$ cat config.mk
export PLATFORM = sky130hd
export DESIGN_NAME = alu_req_master
export DESIGN_NICKNAME = d
export VERILOG_FILES = /design/src/rtl/alu_req_master.sv
export SDC_FILE = /design/constraint.sdc
export NUM_CORES = 1
export LEC_CHECK = 0
export ABC_AREA = 1
export CORE_MARGIN = 3
export CORE_UTILIZATION = 40
export CTS_CLUSTER_DIAMETER = 50
export CTS_CLUSTER_SIZE = 40
export DETAILED_ROUTE_END_ITERATION = 10
export PLACE_DENSITY = 0.6
export SLEW_MARGIN = 40
export SYNTH_ARGS = -nofsm -noshare
export SYNTH_HDL_FRONTEND = slang
export SYNTH_SLANG_ARGS = --single-unit
export TNS_END_PERCENT = 5
$ cat constraint.sdc
create_clock -name iclk -period 4.2 [get_ports iclk]
set_input_delay 0.84 -clock iclk [delete_from_list [all_inputs] [get_ports iclk]]
set_output_delay 0.84 -clock iclk [all_outputs]
set_load 0.02 [all_outputs]
$ cat src/rtl/alu_req_master.sv
// Request master for a 1-cycle registered ALU: drives the ALU operand registers,
// tracks two in-flight stages and queues results in a response FIFO.
module alu_req_master #(
    parameter int RSP_DEPTH = 4
) (
    input  logic       iclk,
    input  logic       irst,
    input  logic       req_valid,
    output logic       req_ready,
    input  logic [3:0] req_a,
    input  logic [3:0] req_b,
    input  logic [1:0] req_op,
    output logic [3:0] alu_a,
    output logic [3:0] alu_b,
    output logic [1:0] alu_sel,
    input  logic [4:0] alu_odata,
    output logic       rsp_valid,
    input  logic       rsp_ready,
    output logic [4:0] rsp_data,
    output logic [1:0] rsp_op,
    output logic       busy
);
    localparam int AW = $clog2(RSP_DEPTH);
    localparam int CW = AW + 1;
    localparam int OW = CW + 1;

    // Handshake: a transfer happens on a rising edge where valid and ready are
    // both high; valid never waits on ready, and ready here depends only on
    // registered state.
    logic          accept;
    logic          push;
    logic          pop;
    logic          v1;
    logic          v2;
    logic [1:0]    v2_op;
    logic [AW-1:0] wr_ptr;
    logic [AW-1:0] rd_ptr;
    logic [CW-1:0] fifo_count;
    logic [OW-1:0] occupancy;
    logic [6:0]    mem [RSP_DEPTH];

    // Every in-flight op already owns a FIFO slot, so a push can never be dropped.
    assign occupancy = OW'(fifo_count) + OW'(v1) + OW'(v2);
    assign req_ready = (occupancy < OW'(RSP_DEPTH));
    assign accept    = req_valid && req_ready;
    assign push      = v2;
    assign rsp_valid = (fifo_count != '0);
    assign pop       = rsp_valid && rsp_ready;
    assign rsp_op    = mem[rd_ptr][6:5];
    assign rsp_data  = mem[rd_ptr][4:0];
    assign busy      = v1 | v2 | rsp_valid;

    always_ff @(posedge iclk or posedge irst) begin
        if (irst) begin
            alu_a   <= '0;
            alu_b   <= '0;
            alu_sel <= '0;
            v1      <= 1'b0;
            v2      <= 1'b0;
            v2_op   <= '0;
        end else begin
            if (accept) begin
                alu_a   <= req_a;
                alu_b   <= req_b;
                alu_sel <= req_op;
            end
            v1    <= accept;
            v2    <= v1;
            v2_op <= alu_sel;
        end
    end

    always_ff @(posedge iclk or posedge irst) begin
        if (irst) begin
            wr_ptr     <= '0;
            rd_ptr     <= '0;
            fifo_count <= '0;
        end else begin
            if (push) wr_ptr <= wr_ptr + AW'(1);
            if (pop)  rd_ptr <= rd_ptr + AW'(1);
            case ({push, pop})
                2'b10:   fifo_count <= fifo_count + CW'(1);
                2'b01:   fifo_count <= fifo_count - CW'(1);
                default: fifo_count <= fifo_count;
            endcase
        end
    end

    // Storage carries no reset; pointers and count define which entries are live.
    always_ff @(posedge iclk) begin
        if (push) mem[wr_ptr] <= {v2_op, alu_odata};
    end
endmodule

==> flow_metrics.env, run 1 <==
export IMPL_cp_start_kind="register"
export IMPL_setup_tns_final_ns=0
export IMPL_tritoncts="yes"
export IMPL_relSlewSlack=0.619
export IMPL_htreeDepth=2
export IMPL_grtUsageTotal=0.138
export IMPL_drtIter0Drc=55
export IMPL_vias=1339
export IMPL_drv_cap=0
export IMPL_fin_crit_ns=2.86
export IMPL_grt_overflow=0
export IMPL_p_comb_frac=0.417
export IMPL_internal_power_uw=1180
export IMPL_drc=0
export IMPL_avgSynthCellArea_um2=11.8
export IMPL_syn_to_final_growth_pct=23.9
export IMPL_drv_slew=0
export IMPL_ant_nets=0
export IMPL_syn_nets=201
export IMPL_route_detailed_wl_per_inst_um=13.9
export IMPL_p_seq_frac=0.413
export IMPL_leakage_uw=0.00106
export IMPL_layout_nets=237
export IMPL_finalNonFillerCells=279
export IMPL_port_buffers=38
export IMPL_hold_class="reg2reg"
export IMPL_io_pins=39
export IMPL_p_per_area_nw_per_um2=740
export IMPL_grt_pass1_vias=1403
export IMPL_drt_wl_total_um=3890
export IMPL_antenna_cells=0
export IMPL_switching_share=0.377
export IMPL_setup_viol=0
export IMPL_start_util=0.427
export IMPL_arrival_ns=2.02
export IMPL_dp_hpwl_um=2720
export IMPL_insertion_delay_ns=0.30
export IMPL_finalCritPeriodShare=0.681
export IMPL_max_freq_mhz=350
export IMPL_ctsResizeCount=0
export IMPL_cp_max_fo=16
export IMPL_rsz0062_at_grt="false"
export IMPL_die_area_um2=6070
export IMPL_worstPathRequired_ns=3.36
export IMPL_yosysSeqAreaShare=0.660
export IMPL_nFillCells=414
export IMPL_hold_viol=0
export IMPL_synth_cell_types=22
export IMPL_layout_drive_gt1_share=0.0708
export IMPL_rows=25
export IMPL_grt_pass1_wl_um=6500
export IMPL_ir_drop_mv=0.434
export IMPL_gp_congestion=0.736
export IMPL_clkTransAtPathRegs_ns=0.09
export IMPL_skew_ns=0.00430
export IMPL_dieWidth_um=77.9
export IMPL_first_pass_iters=4
export IMPL_synth_warnings=0
export IMPL_worst_pin_slew_ns=0.571
export IMPL_dp_cells=271
export IMPL_cts_hold_buffers=0
export IMPL_outcome="complete, no violations"
export IMPL_clockBufferDepth=2
export IMPL_via_per_inst=4.80
export IMPL_netlist_instances=175
export IMPL_p_switching_uw=715
export IMPL_root_buffer="clkbuf_8"
export IMPL_worstSetupPathType="reg2out"
export IMPL_clkPwrFrac=0.170
export IMPL_ys_seq_elements=49
export IMPL_numCtsBuffers=5
export IMPL_crit_path_end_kind="output pin"
export IMPL_post_cts_buffers=0
export IMPL_synthesis_area_um2=2070
export IMPL_cts_sinks=49
export IMPL_grt_max_degree=22
export IMPL_core_um2=4850
export IMPL_die_h_um=77.9
export IMPL_antenna_found_initial=0
-- layer usage --
metal	vias up	global-route usage	wire (um)
met5	-	0	0
met4	0	0.0629	48
met3	5	0.0336	187
li1	663	-	-
met1	639	0.169	1750
met2	32	0.228	1910
-- cell type report --
cell class              count  area [um^2]  share of cell area
multi-input cells          99          552               0.215
inverters                  18         72.6              0.0283
well taps                  67         83.8              0.0327
clock inverters             3         41.3              0.0161
clock buffers               5         68.8              0.0268
repair buffers             38          380               0.148
flip-flops and latches     49         1370               0.533
-- layout by cell type (no fill, tap or decap), types with 2 or more instances in the layout --
master,n
xor2_1,3
nand4_1,10
nor2_1,15
clkbuf_8,5
nand2_1,32
nand2_2,2
inv_2,3
dfrtp_1,21
xnor2_1,2
ha_1,6
edfxtp_1,28
clkdlybuf4s50_1,38
nand3_2,2
o21ai_1,3
o21ai_0,14
o22ai_1,7
inv_1,14
-- registers in the layout, summed over array words and instances, names as in the netlist --
signal	count
fifo_count	3
v2_op	2
alu_a	4
push	1
alu_b	4
v1	1
alu_sel	2
wr_ptr	2
mem	28
rd_ptr	2
-- power groups by stage --
stage                     registers [uW]  clock network, uW  logic (uW)
after CTS                            786                335         804
final                                784                323         791
after detailed placement             795                  0         800
after floorplan                      792                  0         511
after global routing                 808                352         874
after global placement               786                  0         783
-- synth_stat cells --
library cell	number	share of area
xor2_1	3	0.013
inv_6	1	0.0042
nand2_1	32	0.058
buf_6	5	0.027
nor2_1	15	0.027
dfrtp_1	21	0.25
o21ai_0	14	0.034
inv_1	15	0.027
xnor2_1	2	0.0085
nand4_1	10	0.030
inv_2	2	0.0036
a21oi_1	1	0.0024
ha_1	6	0.036
nand3b_1	1	0.0036
nand3_2	2	0.0097
buf_4	1	0.0036
o22ai_1	7	0.021
fa_1	1	0.0097
o21ai_1	3	0.0073
edfxtp_1	28	0.41
nand2_2	2	0.0060
buf_2	3	0.0073
-- logic make-up after synthesis --
family | count (synthesis) | synth area share
AOI/OAI and AO/OA | 25 | 0.0647
xor gates and xnor gates | 5 | 0.0212
and+or+nand+nor | 62 | 0.135
DFF | 49 | 0.660
adders and majority gates | 7 | 0.0459
buffers and inverters | 27 | 0.0732
-- stage by stage --
| step | power [uW] | area, um^2 | setup WS [ns] | util | hold slack (ns) |
|---|---|---|---|---|---|
| after floorplan | 1300 | 2070 | 2.24 | - | 0.375 |
| after global placement | 1570 | 2450 | 1.67 | 0.506 | 0.385 |
| after detailed placement | 1590 | 2450 | 1.62 | 0.506 | 0.396 |
| after CTS | 1930 | 2560 | 1.29 | 0.529 | 0.422 |
| after global routing | 2030 | 2560 | 1.17 | 0.529 | 0.445 |
| final | 1900 | 2560 | 1.34 | 0.529 | 0.413 |
-- critical path: stages, from the launching register on --
cell and delay (ns):
dfrtp_1 0.71, o21ai_0 0.18, o22ai_1 0.19, clkdlybuf4s50_1 0.63
-- worst paths after layout --
path	start	end	slack (ns)	depth (start not counted)
min	alu_sel[1]$_DFFE_PP0P_	v2_op[1]$_DFF_PP0_	0.41	0
min reg2reg	alu_sel[1]$_DFFE_PP0P_	v2_op[1]$_DFF_PP0_	0.41	0
max in group asynchronous	irst	alu_a[0]$_DFFE_PP0P_	3.02	2
min in group asynchronous	irst	rd_ptr[0]$_DFFE_PP0P_	0.86	2
max reg2reg	fifo_count[2]$_DFFE_PP0P_	fifo_count[1]$_DFFE_PP0P_	2.32	8
max	rd_ptr[0]$_DFFE_PP0P_	rsp_op[1]	1.34	3
Note: power is estimated with default switching activity, not from simulation.
==> run 2: changes to the inputs <==
PLACE_DENSITY = 0.62   (was 0.6)
clock period = 2.6 ns   (was 4.2 ns; I/O delays follow)
==> run 2 against run 1 <==
Effect of this change: clock skew decreased by 0.0014 ns; via count is 1.0% lower; global-route usage down 0.35 points; core utilization fell by 0.13 points; combinational power up 59%; critical path depth up 1; count of clock-buffer cells in the layout unchanged; critical endpoint is now rsp_data[2]; largest power group is now sequential cells; highest routed layer unchanged.
==> flow_metrics.env, run 2 (same netlist as run 1, synthesis figures left out) <==
export IMPL_outcome="complete, no violations"
export IMPL_rows=25
export IMPL_ir_drop_mv=0.630
export IMPL_rsz0062_at_grt="false"
export IMPL_largest_reg_flops=28
export IMPL_dp_hpwl_um=2720
export IMPL_regMostFlops="mem"
export IMPL_finalCritPeriodShare=0.903
export IMPL_worst_pin_slew_ns=0.445
export IMPL_arrival_ns=1.83
export IMPL_io_pins=39
export IMPL_vias=1325
export IMPL_leakage_uw=0.00106
export IMPL_cts_sinks=49
export IMPL_skew_ns=0.00286
export IMPL_antenna_cells=0
export IMPL_drtIter0Drc=79
export IMPL_grt_overflow=0
export IMPL_worstPathRequired_ns=2.08
export IMPL_final_cell_mix="clkdlybuf4s50_1 (37), nand2_1 (32), edfxtp_1 (28)"
export IMPL_hold_viol=0
export IMPL_syn_to_final_growth_pct=23.6
export IMPL_route_detailed_wl_per_inst_um=13.4
export IMPL_relSlewSlack=0.703
export IMPL_clkTransAtPathRegs_ns=0.08
export IMPL_hold_class="reg2reg"
export IMPL_grtUsageTotal=0.134
export IMPL_first_pass_iters=4
export IMPL_drt_wl_total_um=3720
export IMPL_port_buffers=38
export IMPL_cp_max_fo=16
export IMPL_htreeDepth=2
export IMPL_mostFrequentLayoutCell="clkdlybuf4s50_1"
export IMPL_fin_util=0.528
export IMPL_root_buffer="clkbuf_8"
export IMPL_fin_crit_ns=2.35
export IMPL_largestRegisters="mem x28, alu_a x4, alu_b x4"
export IMPL_layout_drive_gt1_share=0.0806
export IMPL_critPathTopFamily="buffers and inverters"
export IMPL_start_util=0.427
export IMPL_cp_buffers_inverters=2
export IMPL_antenna_found_initial=0
export IMPL_die_area_um2=6070
export IMPL_drv_cap=0
export IMPL_setup_tns_final_ns=0
export IMPL_setup_viol=0
export IMPL_grt_max_degree=22
export IMPL_p_per_area_nw_per_um2=1190
export IMPL_max_freq_mhz=426
export IMPL_cp_cell_sequence="inv_6 > nor2_1 > o22ai_1 > clkdlybuf4s50_1"
export IMPL_dieWidth_um=77.9
export IMPL_grt_pass1_wl_um=6290
export IMPL_finalNonFillerCells=278
export IMPL_slowest_delay_ns=0.62
export IMPL_worstSetupPathType="reg2out"
export IMPL_ant_nets=0
export IMPL_clockBufferDepth=2
export IMPL_core_um2=4850
export IMPL_insertion_delay_ns=0.29
export IMPL_crit_slowest_cell="clkdlybuf4s50_1"
export IMPL_tritoncts="yes"
export IMPL_via_per_inst=4.77
export IMPL_layout_nets=237
export IMPL_gp_congestion=0.859
export IMPL_dp_cells=271
export IMPL_die_h_um=77.9
export IMPL_drc=0
export IMPL_drv_slew=0
export IMPL_grt_pass1_vias=1344
export IMPL_numCtsBuffers=5
export IMPL_cp_start_kind="register"
export IMPL_crit_path_end_kind="output pin"
[run 2: cell types whose count changed in the layout (fill, tap and decap cells not counted)]
| cell | delta |
|---|---|
| inv_2 | +1 |
| clkinv_2 | +1 |
| dlygate4sd2_1 | +1 |
| inv_1 | -1 |
| dfrtp_2 | +1 |
| dfrtp_1 | -1 |
| clkdlybuf4s50_1 | -1 |
| clkinv_1 | -1 |
| clkinvlp_4 | -1 |
[run 2: final timing paths]
kind	startpoint	endpoint	slack, ns	cells after the start
hold reg to reg	alu_sel[0]$_DFFE_PP0P_	v2_op[0]$_DFF_PP0_	0.41	0
hold / removal	alu_sel[0]$_DFFE_PP0P_	v2_op[0]$_DFF_PP0_	0.41	0
max in group asynchronous	irst	rd_ptr[0]$_DFFE_PP0P_	1.72	2
setup reg to reg	fifo_count[2]$_DFFE_PP0P_	fifo_count[1]$_DFFE_PP0P_	0.75	8
min in group asynchronous	irst	alu_b[3]$_DFFE_PP0P_	0.55	2
setup / recovery	rd_ptr[0]$_DFFE_PP0P_	rsp_data[2]	0.25	4
[run 2: layout make-up]
cell class	count	area, um^2
Fill cell	419	2290
Clock buffer	5	68.8
Sequential cell	49	1370
Tap cell	67	83.8
Inverter	18	72.6
Clock inverter	2	35.0
Timing Repair Buffer	38	379
Multi-Input combinational cell	99	552
[run 2: power by group]
group,total (uW),internal (uW),switching (uW)
clock network,510,279,231
logic,1260,548,712
registers,1270,1070,195
[run 2: what timing repair did]
item                                    CTS  global route
gates resized for setup                   1             2
endpoints found under the setup margin    1             7
hold buffers                              0             0
buffers inserted                          0             0
[run 2: metrics by stage]
| stage | cell area, um^2 | total power [uW] | hold slack (ns) | worst slack (ns) |
|---|---|---|---|---|
| 6_report | 2560 | 3040 | 0.413 | 0.253 |
| 5_1_grt | 2560 | 3260 | 0.438 | 0.0763 |
| 4_1_cts | 2560 | 3070 | 0.414 | 0.0750 |
| 3_5_place_dp | 2450 | 2560 | 0.394 | 0.350 |
| 3_3_place_gp | 2450 | 2500 | 0.381 | 0.393 |
| 2_1_floorplan | 2070 | 2110 | 0.375 | 0.881 |
[run 2: metal layers]
metal  vias to the layer above  GRT usage  wire (um)
li1                        661          -          -
met1                       615      0.167       1610
met2                        43      0.219       1790
met3                         6     0.0510        285
met4                         0     0.0367         40
met5                         -          0          0
==> run 3: changes to the inputs <==
HOLD_SLACK_MARGIN = 0.03   (was not set)
==> results of run 3 <==
No change in the layout: final DEF, timing and power equal those of run 2.
